`src/rtl/spi_tx_scheduler.sv`:
```
// spi_tx_scheduler: round-robin sharing of one SPI byte transmitter between
// two requesters. Latches the granted byte, pulses spi_start, follows the
// transmitter chip-select through the frame, inserts an inter-byte gap and
// returns a done pulse to the owning requester.
// Optional build macro: SPI_SCHED_TIMEOUT_EN adds a per-wait-state watchdog
// that raises err together with the owner's done pulse.
module spi_tx_scheduler #(
  parameter int unsigned GAP_CYCLES     = 4,
  parameter int unsigned TIMEOUT_CYCLES = 64
) (
  input  logic       sys_clk,
  input  logic       sys_rst,
  input  logic       req0,
  input  logic [7:0] data0,
  output logic       grant0,
  output logic       done0,
  input  logic       req1,
  input  logic [7:0] data1,
  output logic       grant1,
  output logic       done1,
  output logic       spi_start,
  output logic [7:0] spi_data,
  input  logic       spi_cs_in,
  output logic       busy,
  output logic       err
);

  localparam int unsigned GAP_W      = (GAP_CYCLES > 0) ? $clog2(GAP_CYCLES + 1) : 1;
  localparam int unsigned GAP_LAST_I = (GAP_CYCLES > 0) ? GAP_CYCLES - 1 : 0;
  localparam logic [GAP_W-1:0] GAP_LAST = GAP_LAST_I[GAP_W-1:0];

  typedef enum logic [2:0] {
    S_IDLE,
    S_ISSUE,
    S_WAIT_LOW,
    S_WAIT_HIGH,
    S_GAP,
    S_DONE
  } state_t;

  state_t           state;
  logic             rr_ptr;
  logic             owner;
  logic             pick;
  logic [GAP_W-1:0] gap_cnt;
  logic             wd_expire;

`ifdef SPI_SCHED_TIMEOUT_EN
  localparam int unsigned WD_W      = (TIMEOUT_CYCLES > 0) ? $clog2(TIMEOUT_CYCLES + 1) : 1;
  localparam int unsigned WD_LAST_I = (TIMEOUT_CYCLES > 0) ? TIMEOUT_CYCLES - 1 : 0;
  localparam logic [WD_W-1:0] WD_LAST = WD_LAST_I[WD_W-1:0];

  logic [WD_W-1:0] wd_cnt;

  // Watchdog: restarts on entry to WAIT_LOW and to WAIT_HIGH, counts while waiting
  always_ff @(posedge sys_clk or negedge sys_rst) begin
    if (!sys_rst) begin
      wd_cnt <= '0;
    end else if (state == S_ISSUE || (state == S_WAIT_LOW && !spi_cs_in)) begin
      wd_cnt <= '0;
    end else if (state == S_WAIT_LOW || state == S_WAIT_HIGH) begin
      wd_cnt <= wd_cnt + 1'b1;
    end
  end

  assign wd_expire = (state == S_WAIT_LOW || state == S_WAIT_HIGH) && (wd_cnt == WD_LAST);
`else
  // Watchdog compiled out; the timeout limit has no effect in this build
  assign wd_expire = 1'b0 & (TIMEOUT_CYCLES == 0);
`endif

  // Arbitration: a lone request wins, otherwise the port named by rr_ptr
  always_comb begin
    pick = 1'b0;
    if (req0 && req1) pick = rr_ptr;
    else              pick = req1;
  end

  // Scheduler FSM with registered grant/start/done/err pulses and busy level
  always_ff @(posedge sys_clk or negedge sys_rst) begin
    if (!sys_rst) begin
      state     <= S_IDLE;
      rr_ptr    <= 1'b0;
      owner     <= 1'b0;
      gap_cnt   <= '0;
      grant0    <= 1'b0;
      grant1    <= 1'b0;
      done0     <= 1'b0;
      done1     <= 1'b0;
      spi_start <= 1'b0;
      spi_data  <= '0;
      busy      <= 1'b0;
      err       <= 1'b0;
    end else begin
      grant0    <= 1'b0;
      grant1    <= 1'b0;
      done0     <= 1'b0;
      done1     <= 1'b0;
      spi_start <= 1'b0;
      err       <= 1'b0;
      case (state)
        S_IDLE: begin
          if (req0 || req1) begin
            state     <= S_ISSUE;
            busy      <= 1'b1;
            owner     <= pick;
            rr_ptr    <= ~pick;
            grant0    <= ~pick;
            grant1    <= pick;
            spi_start <= 1'b1;
            spi_data  <= pick ? data1 : data0;
          end
        end
        S_ISSUE: begin
          state <= S_WAIT_LOW;
        end
        S_WAIT_LOW: begin
          if (!spi_cs_in) begin
            state <= S_WAIT_HIGH;
          end else if (wd_expire) begin
            state <= S_DONE;
            err   <= 1'b1;
            done0 <= ~owner;
            done1 <= owner;
          end
        end
        S_WAIT_HIGH: begin
          if (spi_cs_in) begin
            if (GAP_CYCLES == 0) begin
              state <= S_DONE;
              done0 <= ~owner;
              done1 <= owner;
            end else begin
              state   <= S_GAP;
              gap_cnt <= '0;
            end
          end else if (wd_expire) begin
            state <= S_DONE;
            err   <= 1'b1;
            done0 <= ~owner;
            done1 <= owner;
          end
        end
        S_GAP: begin
          if (gap_cnt == GAP_LAST) begin
            state <= S_DONE;
            done0 <= ~owner;
            done1 <= owner;
          end else begin
            gap_cnt <= gap_cnt + 1'b1;
          end
        end
        S_DONE: begin
          state <= S_IDLE;
          busy  <= 1'b0;
        end
        default: begin
          state <= S_IDLE;
          busy  <= 1'b0;
        end
      endcase
    end
  end

endmodule
```
`config.mk`:
```
export PLATFORM = sky130hd
export DESIGN_NAME = spi_tx_scheduler
export DESIGN_NICKNAME = d
export VERILOG_FILES = /design/src/rtl/spi_tx_scheduler.sv
export SDC_FILE = /design/constraint.sdc
export NUM_CORES = 1
export LEC_CHECK = 0
export ABC_AREA = 1
export BUFFER_PORTS_ARGS = -buffer_cell sky130_fd_sc_hd__clkbuf_2
export CAP_MARGIN = 20
export CORE_UTILIZATION = 44
export DETAILED_ROUTE_END_ITERATION = 16
export MAX_ROUTING_LAYER = met4
export PLACE_DENSITY = 0.86
export SLEW_MARGIN = 20
export SYNTH_ARGS = -nofsm -noshare
export SYNTH_HDL_FRONTEND = slang
export SYNTH_SLANG_ARGS = --single-unit
export TNS_END_PERCENT = 100
```
`constraint.sdc`:
```
create_clock -name sys_clk -period 1.5 [get_ports sys_clk]
set_clock_uncertainty 0.1 [all_clocks]
set_input_delay 0.075 -clock sys_clk [delete_from_list [all_inputs] [get_ports sys_clk]]
set_output_delay 0.075 -clock sys_clk [all_outputs]
set_load 0.02 [all_outputs]
```
## Word level (Yosys, flattened, before mapping)

Index checks and enable logic that the tools add are counted.

| operators by class | value |
|---|---|
| $add $sub $neg | 1 |
| equality and inequality tests | 10 |
| muxes and demuxes | 22 |
| bitwise logic cells | 3 |
| reductions and logical operators | 9 |

Operators by type and width:

| operator | count |
|---|---|
| 3-bit 2-to-1 mux | 6 |
| 3-bit case mux with 5 select lines | 1 |
| 1-bit 2-to-1 mux | 12 |
| 2-bit inequality test (second input constant) | 5 |
| 3-bit by 2-bit == test with 1-bit output (second input constant) | 3 |
| 8-bit 2-to-1 mux | 1 |
| 3-bit case mux with 2 select lines | 1 |
| 2-bit AND reduction | 2 |
| 4-bit AND reduction | 1 |
| 4-bit OR reduction | 1 |
| 3-bit by 1-bit adder with 3-bit output (second input constant) | 1 |
| 3-bit by 1-bit == test with 1-bit output (second input constant) | 1 |
| 3-bit == test (second input constant) | 1 |
| 3-bit logical NOT | 1 |
| 1-bit NOT | 3 |
| 3-bit AND reduction | 1 |
| 1-bit case mux with 2 select lines | 1 |
| 2-bit nonzero test | 1 |
| 1-bit logical AND | 1 |
| 1-bit logical OR | 1 |

| storage, ports and cells | value |
|---|---|
| bits in registers | 22 |
| input port bits | 21 |
| output and inout bits | 15 |

## Depth between registers and ports, before layout

Gate-level depths: netlist (run 1).

| logic depth | value |
|---|---|
| depth after elaboration | 5 |
| gate-level depth with buffers | 8 |
| gate-level depth less buffers | 8 |

## Least setup slack after synthesis (run 1)

No wires, ideal clock.

| timing path | value |
|---|---|
| path kind | reg2reg |
| from | register gap_cnt[0] |
| to | register gap_cnt[0] |
| setup time | 0.116 ns |
| arrival time | 1.212 ns |
| data required time | 1.284 ns |
| slack | 0.071 ns |
| stages on the path, launching flop included | 9 |
| cells stage by stage | dfrtp_1 ha_1 ha_1 inv_1 nand3_1 nand2_1 nand2_1 nand2_1 nand2_1 |

| on the way | value |
|---|---|
| longest elaborated chain between the ends | 3 |
| elaborated cells between the ends (all ways) | 6 |
| classes of those cells | add/sub: 1; eq/ne: 2; mux: 2; reduce/logical: 1 |

Ends and longest elaborated chain:

| what | RTL line | text |
|---|---|---|
| start, declared | 45 | `logic [GAP_W-1:0] gap_cnt;` |
| start signal, assigned | 150 | `gap_cnt <= gap_cnt + 1'b1;` |
| 3-bit by 1-bit adder with 3-bit output / 3-bit by 2-bit == test with 1-bit output (equally long branches) | 150, 145 |  |
| 3-bit 2-to-1 mux / 2-bit inequality test (equally long branches) | n/a |  |
| 3-bit case mux with 2 select lines / 3-bit AND reduction (equally long branches) | n/a |  |

Several ways; a longest one is shown, not always the timed one. The select of a mux whose other input is x is not followed.
A chain may end at the register's enable or synchronous reset.

## Final worst setup path (run 1)

| timing path | value |
|---|---|
| from | register gap_cnt[1] |
| to | register gap_cnt[0] |

| on the way | value |
|---|---|
| longest elaborated chain between the ends | 3 |

Ends and longest elaborated chain:

| what | RTL line | text |
|---|---|---|
| 3-bit by 2-bit == test with 1-bit output | 145 | `if (gap_cnt == GAP_LAST) begin` |
| 2-bit inequality test (no line) | n/a |  |
| 3-bit AND reduction (no line) | n/a |  |

Every way passes these cells.

==> metrics.md, run 1 <==
| Metric | Value |
|---|---|
| Grt ovf | 0 |
| CP endpoint kind | flip-flop |
| Clk_lat worst skew | 0.30 ns |
| TNS Setup | 0 ns |
| Mapped cell area | 1070 µm² |
| DRT Wirelength | 2950 µm |
| Area grow syn2layout | 48.9% |
| Tcrit/Tclk final | 0.979 |
| Startpoint Class | flip-flop |
| Vias in the first global route | 1,061 |
| Die height | 51.3 µm |
| Die area | 2630 µm² |
| Final instance area | 1590 µm² |
| Pin count of the biggest net entering global routing | 23 |
| M2 GR Usage | 0.432 |
| Reg2Reg Setup Slack | 0.03 ns |
| Syn avg cell area | 8.48 µm² |
| Post-DP HPWL | 1680 µm |
| CTS Buffer Depth | 2 |
| Fin. max-slew vios | 0 |
| Critical path class | reg -> reg |
| Total iterations of the first detailed-routing run | 4 |
| Number of routed nets with antenna violations | 0 |
| CTS tree | built |
| Final Hold Viols | 0 |
| DRC viols | 0 |
| Fmax | 681 MHz |
| Via-to-Cell Ratio | 5.15 |
| Worst setup path end | gap_cnt[0] |
| R2R Path Start | gap_cnt[1] |
| VDD IR max | 1.58 mV |
| Vias | 1,118 |
| Met1 Usage GRT | 0.285 |
| H-tree Lvls | 1 |
| First-pass GRT wire length | 4620 µm |
| CTS Buf Count | 3 |
| Placed cell area | 1290 µm² |
| GRT Util Overall | 0.241 |
| CTS Root Cell | clkbuf_4 |
| GPL Wtd Cong | 0.821 |
| Worst hold path type | in -> reg |
| Total leakage power | 0.854 nW |
| Core ar. | 2250 µm² |
| R2R Path End | gap_cnt[0] |
| Net Count, Synth | 149 |
| Clock Sinks | 22 |
| GR peak layer | met2 |
| Worst Setup SP | gap_cnt[1] |
| Cell Rows | 17 |
| M3 GR Usage | 0.0387 |
| Initial antenna violation count | 0 |
| Crit Path Max Fanout | 4 |
| Initial drt markers | 40 |
| Register area share after synthesis | 0.515 |
| Synthesized instance count | 126 |
| Die X | 51.3 µm |
| Worst EP required | 1.64 ns |
| Register bit total from synthesis | 22 |
| Antenna diodes | 0 |
| Synth unique cells | 20 |
| Worst R2R Path Depth | 8 |
| Warning count from the yosys run | 0 |
| Clk slew on worst S/H paths | 0.12 ns |
| Initial cell density of the core | 0.474 |
| Setup violators final | 0 |
| I/O Pins | 36 |
| Overall Power | 2.89 mW |
| Share of cells above drive strength 1 | 0.349 |
| MaxCap Viol Count | 0 |
| Tmin final | 1.47 ns |
| Fin nets | 213 |
| P per Cell Area | 1810 nW/µm² |
| Port bufs | 34 |
| Slew at the pin closest to its max-slew limit | 0.546 ns |
| DR WL/cell | 13.6 µm |
| Status | finished, final reports clean |
| Max-slew headroom | 0.636 |
| Arr. time, crit path | 1.61 ns |
## cell usage in the layout, fill, tap and decap left out, types with 3 or more instances in the layout
cell type	count
clkbuf_2	34
nand2_1	28
nand3_1	28
dfrtp_1	22
dlygate4sd3_1	17
inv_1	11
buf_4	11
nor2_1	8
inv_2	4
nand2_2	4
clkbuf_4	3
## repair_timing
action                                 in CTS  in global routing
endpoints found under the hold margin      30                  0
setup endpoints to repair                   3                 15
pin swaps                                   1                  4
hold buffers                               17                  0
resized for setup                           2                  6
buffers inserted                            1                  6
## kinds of logic (layout without fill, tap and decap cells)
logic type      count (synthesis)  in the layout  share of synthesized area
compound gates                  6              6                     0.0351
flops                          22             22                      0.515
fa+ha+maj                       2              2                     0.0234
other cells                     1              1                    0.00351
buf+inv                        19             82                     0.0855
simple gates                   76             76                      0.337
## synthesized netlist by cell type (all sizes together)
library cell / instances / area share
nand2: 33 / 0.12
inv: 15 / 0.053
nor3: 3 / 0.025
o21ai: 4 / 0.026
ha: 2 / 0.023
buf: 4 / 0.033
a21oi: 2 / 0.0094
conb: 1 / 0.0035
nor3b: 1 / 0.0070
nor2: 10 / 0.049
nand3: 29 / 0.14
dfrtp: 22 / 0.52
## sequential cells by signal, indices dropped and copies added (netlist names)
name and count:
state 3, grant1 1, done0 1, busy 1, grant0 1, spi_start 1
spi_data 8, rr_ptr 1, gap_cnt 3, done1 1, owner 1
## report_power, final
part / leakage, nW / switching [mW] / total (mW) / internal [mW]
Combinational: 0.544 / 0.880 / 1.49 / 0.610
Sequential: 0.282 / 0.140 / 0.954 / 0.815
Clock: 0.0279 / 0.174 / 0.444 / 0.270
## metrics by stage
step	util	setup WS [ns]	instances	hold slack, ns
after floorplan	-	0.0711	126	-0.321
after global placement	0.572	0.0570	189	-0.0276
after detailed placement	0.572	-0.0603	189	-0.0127
after CTS	0.677	0.0149	211	0.0119
after global routing	0.706	-0.0493	217	0.0571
final	0.706	0.0308	217	0.0404
## critical path, cell delays in order, from the launching register on
cell     delay (ns)
dfrtp_1        0.42
ha_2           0.18
ha_1           0.20
inv_2          0.09
nand3_4        0.09
nand2_4        0.09
buf_4          0.11
nand3_1        0.07
nand2_1        0.08
## per-layer routing
metal	part of all wire	vias up
met1	0.42	534
met3	0.060	2
li1	-	529
met5	0	-
met2	0.51	53
met4	0.0058	0
## worst min-delay path by stage
stage	start	to	slack [ns]	cells past startpoint
after floorplan	sys_rst	busy	-0.32	0
after global placement	sys_rst	state[1]	-0.03	1
after detailed placement	sys_rst	state[1]	-0.01	1
after CTS	spi_cs_in	state[0]	0.01	4
after global routing	spi_cs_in	state[1]	0.06	4
final	spi_cs_in	state[0]	0.04	4
## final cells by class
class                      instances  area [µm²]
clock buffer                       3        22.5
tap                               28        35.0
sequential                        22         551
timing repair buffer              63         443
inverter                          15        56.3
multi-input combinational         85         454
clock inverter                     1        30.0
fill                             168         663
Power figures use the tool's default switching activity.
==> run 2, diff against run 1 <==
--- a/config.mk
+++ b/config.mk
@@ -8,2 +8,3 @@
 export ABC_AREA = 1
+export ABC_CLOCK_PERIOD_IN_PS = 1500
 export BUFFER_PORTS_ARGS = -buffer_cell sky130_fd_sc_hd__clkbuf_2
==> constraint.sdc (replaced) <==
create_clock -name sys_clk -period 1.5 [get_ports sys_clk]
set_clock_uncertainty 0.1 [all_clocks]
set_input_delay 0 -clock sys_clk [delete_from_list [all_inputs] [get_ports sys_clk]]
set_output_delay 0 -clock sys_clk [all_outputs]
set_load 0.02 [all_outputs]
==> run 2 against run 1 <==
Compared with the run above:
- non-clock buffer count up 1
- flip-flop and latch count unchanged
- final cell count up 0.46%
- cell area up 0.63%
- hold slack better by 0.035 ns
- critical endpoint unchanged
==> metrics.md, run 2 (same netlist as run 1, synthesis figures left out) <==
| Metric | Value |
|---|---|
| Status | finished, final reports clean |
| Top layer in use | met4 |
| First-pass GRT wire length | 4620 µm (unchanged) |
| Post-DP HPWL | 1680 µm (unchanged) |
| Total leakage power | 0.858 nW (+0.49%) |
| Initial antenna violation count | 0 (unchanged) |
| Worst EP required | 1.64 ns (about the same) |
| Hold path cells | 4 (unchanged) |
| Placed cell area | 1290 µm² (unchanged) |
| Number of cells on the critical path | 8 (unchanged) |
| Port bufs | 34 (unchanged) |
| Via-to-Cell Ratio | 5.09 (-1.2%) |
| Die area | 2630 µm² (unchanged) |
| Worst path cell trace | ha_2 > ha_1 > inv_2 > nand3_4 > nand2_4 > buf_4 > nand3_1 > nand2_1 |
| Tcrit/Tclk final | 0.979 (about the same) |
| Die height | 51.3 µm (unchanged) |
| Setup violators final | 0 (unchanged) |
| Pin count of the biggest net entering global routing | 23 (unchanged) |
| Clk slew on worst S/H paths | 0.13 ns (about the same) |
| Leading cell types in the layout, fill and taps excluded | 34 x clkbuf_2, 28 x nand2_1, 28 x nand3_1 |
| Final std cells w/o fill | 218 (+0.46%) |
| Fin nets | 214 (+0.47%) |
| Vias | 1,110 (-0.72%) |
| Core ar. | 2250 µm² (unchanged) |
| CTS tree | built |
| VDD IR max | 1.58 mV (about the same) |
| FILL cells | 168 (unchanged) |
| P per Cell Area | 1800 nW/µm² (-0.55%) |
| Area grow syn2layout | 49.9% |
| Total iterations of the first detailed-routing run | 4 (unchanged) |
| Util after Layout | 0.710 (+0.00444) |
| Slew at the pin closest to its max-slew limit | 0.547 ns (+0.00101 ns) |
| Vias in the first global route | 1,063 (+0.19%) |
| I/O Pins | 36 (unchanged) |
| CTS Buffer Depth | 2 (unchanged) |
| Fin. max-slew vios | 0 (unchanged) |
| Startpoint Class | flip-flop |
| Final instance area | 1600 µm² (+0.63%) |
| MaxCap Viol Count | 0 (unchanged) |
| Max-slew headroom | 0.635 (-0.000675) |
| Critical path class | reg -> reg |
| Fmax | 681 MHz (about the same) |
| CTS Root Cell | clkbuf_4 |
| Worst hold path type | in -> reg |
| Largest regs | spi_data x8, gap_cnt x3, state x3 |
| Met1 wire length | 1250 µm (+0.56%) |
| Register area | 551 µm² (unchanged) |
| DP Cell Count | 189 (unchanged) |
| Clock Sinks | 22 (unchanged) |
| TNS Setup | 0 ns (unchanged) |
| Max reg flops | 8 (unchanged) |
| Cell Rows | 17 (unchanged) |
| Clk_lat worst skew | 0.30 ns (about the same) |
| WHS | 0.0755 ns (+0.0351 ns) |
| Crit-path slowest cell | dfrtp_1 |
| Worst R2R Path Depth | 8 (unchanged) |
| GRT Util Overall | 0.241 (unchanged) |
| Crit Path Max Fanout | 4 (unchanged) |
| Wire length on met3 | 165 µm (-6.3%) |
| Final Hold Viols | 0 (unchanged) |
| Grt ovf | 0 (unchanged) |
| Buffers plus inverters on the worst setup path | 2 (unchanged) |
| DR WL/cell | 13.5 µm (-0.29%) |
| DRT Wirelength | 2950 µm (+0.17%) |
| Die X | 51.3 µm (unchanged) |
| Top register by number of flip-flops | spi_data |
| Area of the multi-input gates | 454 µm² (unchanged) |
| Critical path's largest stage delay | 0.42 ns (about the same) |
| GPL Wtd Cong | 0.821 (unchanged) |
| Initial cell density of the core | 0.474 (unchanged) |
| Tmin final | 1.47 ns (-0.000285 ns) |
| Crit path max-delay family | flip-flops |
| Arr. time, crit path | 1.61 ns (about the same) |
| CTS Buf Count | 3 (unchanged) |
| Share of cells above drive strength 1 | 0.347 (-0.00184) |
| Antenna diodes | 0 (unchanged) |
| Initial drt markers | 39 (-2.5%) |
| Number of routed nets with antenna violations | 0 (unchanged) |
| CP endpoint kind | flip-flop |
| Most common cell after layout, fill and taps aside | clkbuf_2 |
| WL met2 | 1520 µm (+0.53%) |
| DRC viols | 0 (unchanged) |
| H-tree Lvls | 1 (unchanged) |
## run 2: final timing paths
kind | endpoint | startpoint | slack, ns
worst max-delay path | gap_cnt[0] | gap_cnt[1] | 0.03
worst min register to register | done0 | owner | 0.33
min in group asynchronous | state[2] | sys_rst | 0.10
worst max register to register | gap_cnt[0] | gap_cnt[1] | 0.03
max in group asynchronous | gap_cnt[1] | sys_rst | 0.84
worst min-delay path | spi_start | req0 | 0.08
## run 2: layer usage
layer | GRT usage | vias up
li1 | - | 532
met1 | 0.285 | 527
met2 | 0.432 | 49
met3 | 0.0387 | 2
met4 | 0.0495 | 0
met5 | - | -
## run 2: layout make-up
| cell class | instances | share of cell area |
|---|---|---|
| inverter | 15 | 0.0352 |
| timing repair buffer | 64 | 0.283 |
| sequential | 22 | 0.344 |
| clock inverter | 1 | 0.0187 |
| clock buffer | 3 | 0.0141 |
| multi-input combinational | 85 | 0.284 |
| tap | 28 | 0.0219 |
## run 2: through the flow
| step | worst slack, ns | power, mW |
|---|---|---|
| global placement | 0.0570 | 2.13 |
| CTS | 0.0149 | 2.69 |
| detailed placement | -0.0603 | 2.18 |
| finish | 0.0310 | 2.89 |
| floorplan | 0.0711 | 1.81 |
| global route | -0.0493 | 3.08 |
## run 2: where the power goes
| group | internal (mW) | total, mW | switching [mW] |
|---|---|---|---|
| clock | 0.270 | 0.444 | 0.174 |
| sequential | 0.815 | 0.955 | 0.140 |
| combinational | 0.612 | 1.49 | 0.880 |
## run 2: repair_timing
action                     in CTS  in global routing
hold endpoints to repair       32                  0
hold buffers                   18                  0
pin swaps                       1                  4
gates resized for setup         2                  6
setup endpoints to repair       3                 15
setup buffers                   1                  6
## run 2: tightest hold or removal path, stage by stage
cell and delay [ns]:
clkbuf_2 0.09, nor2_1 0.07, nor2_4 0.16, buf_4 0.14
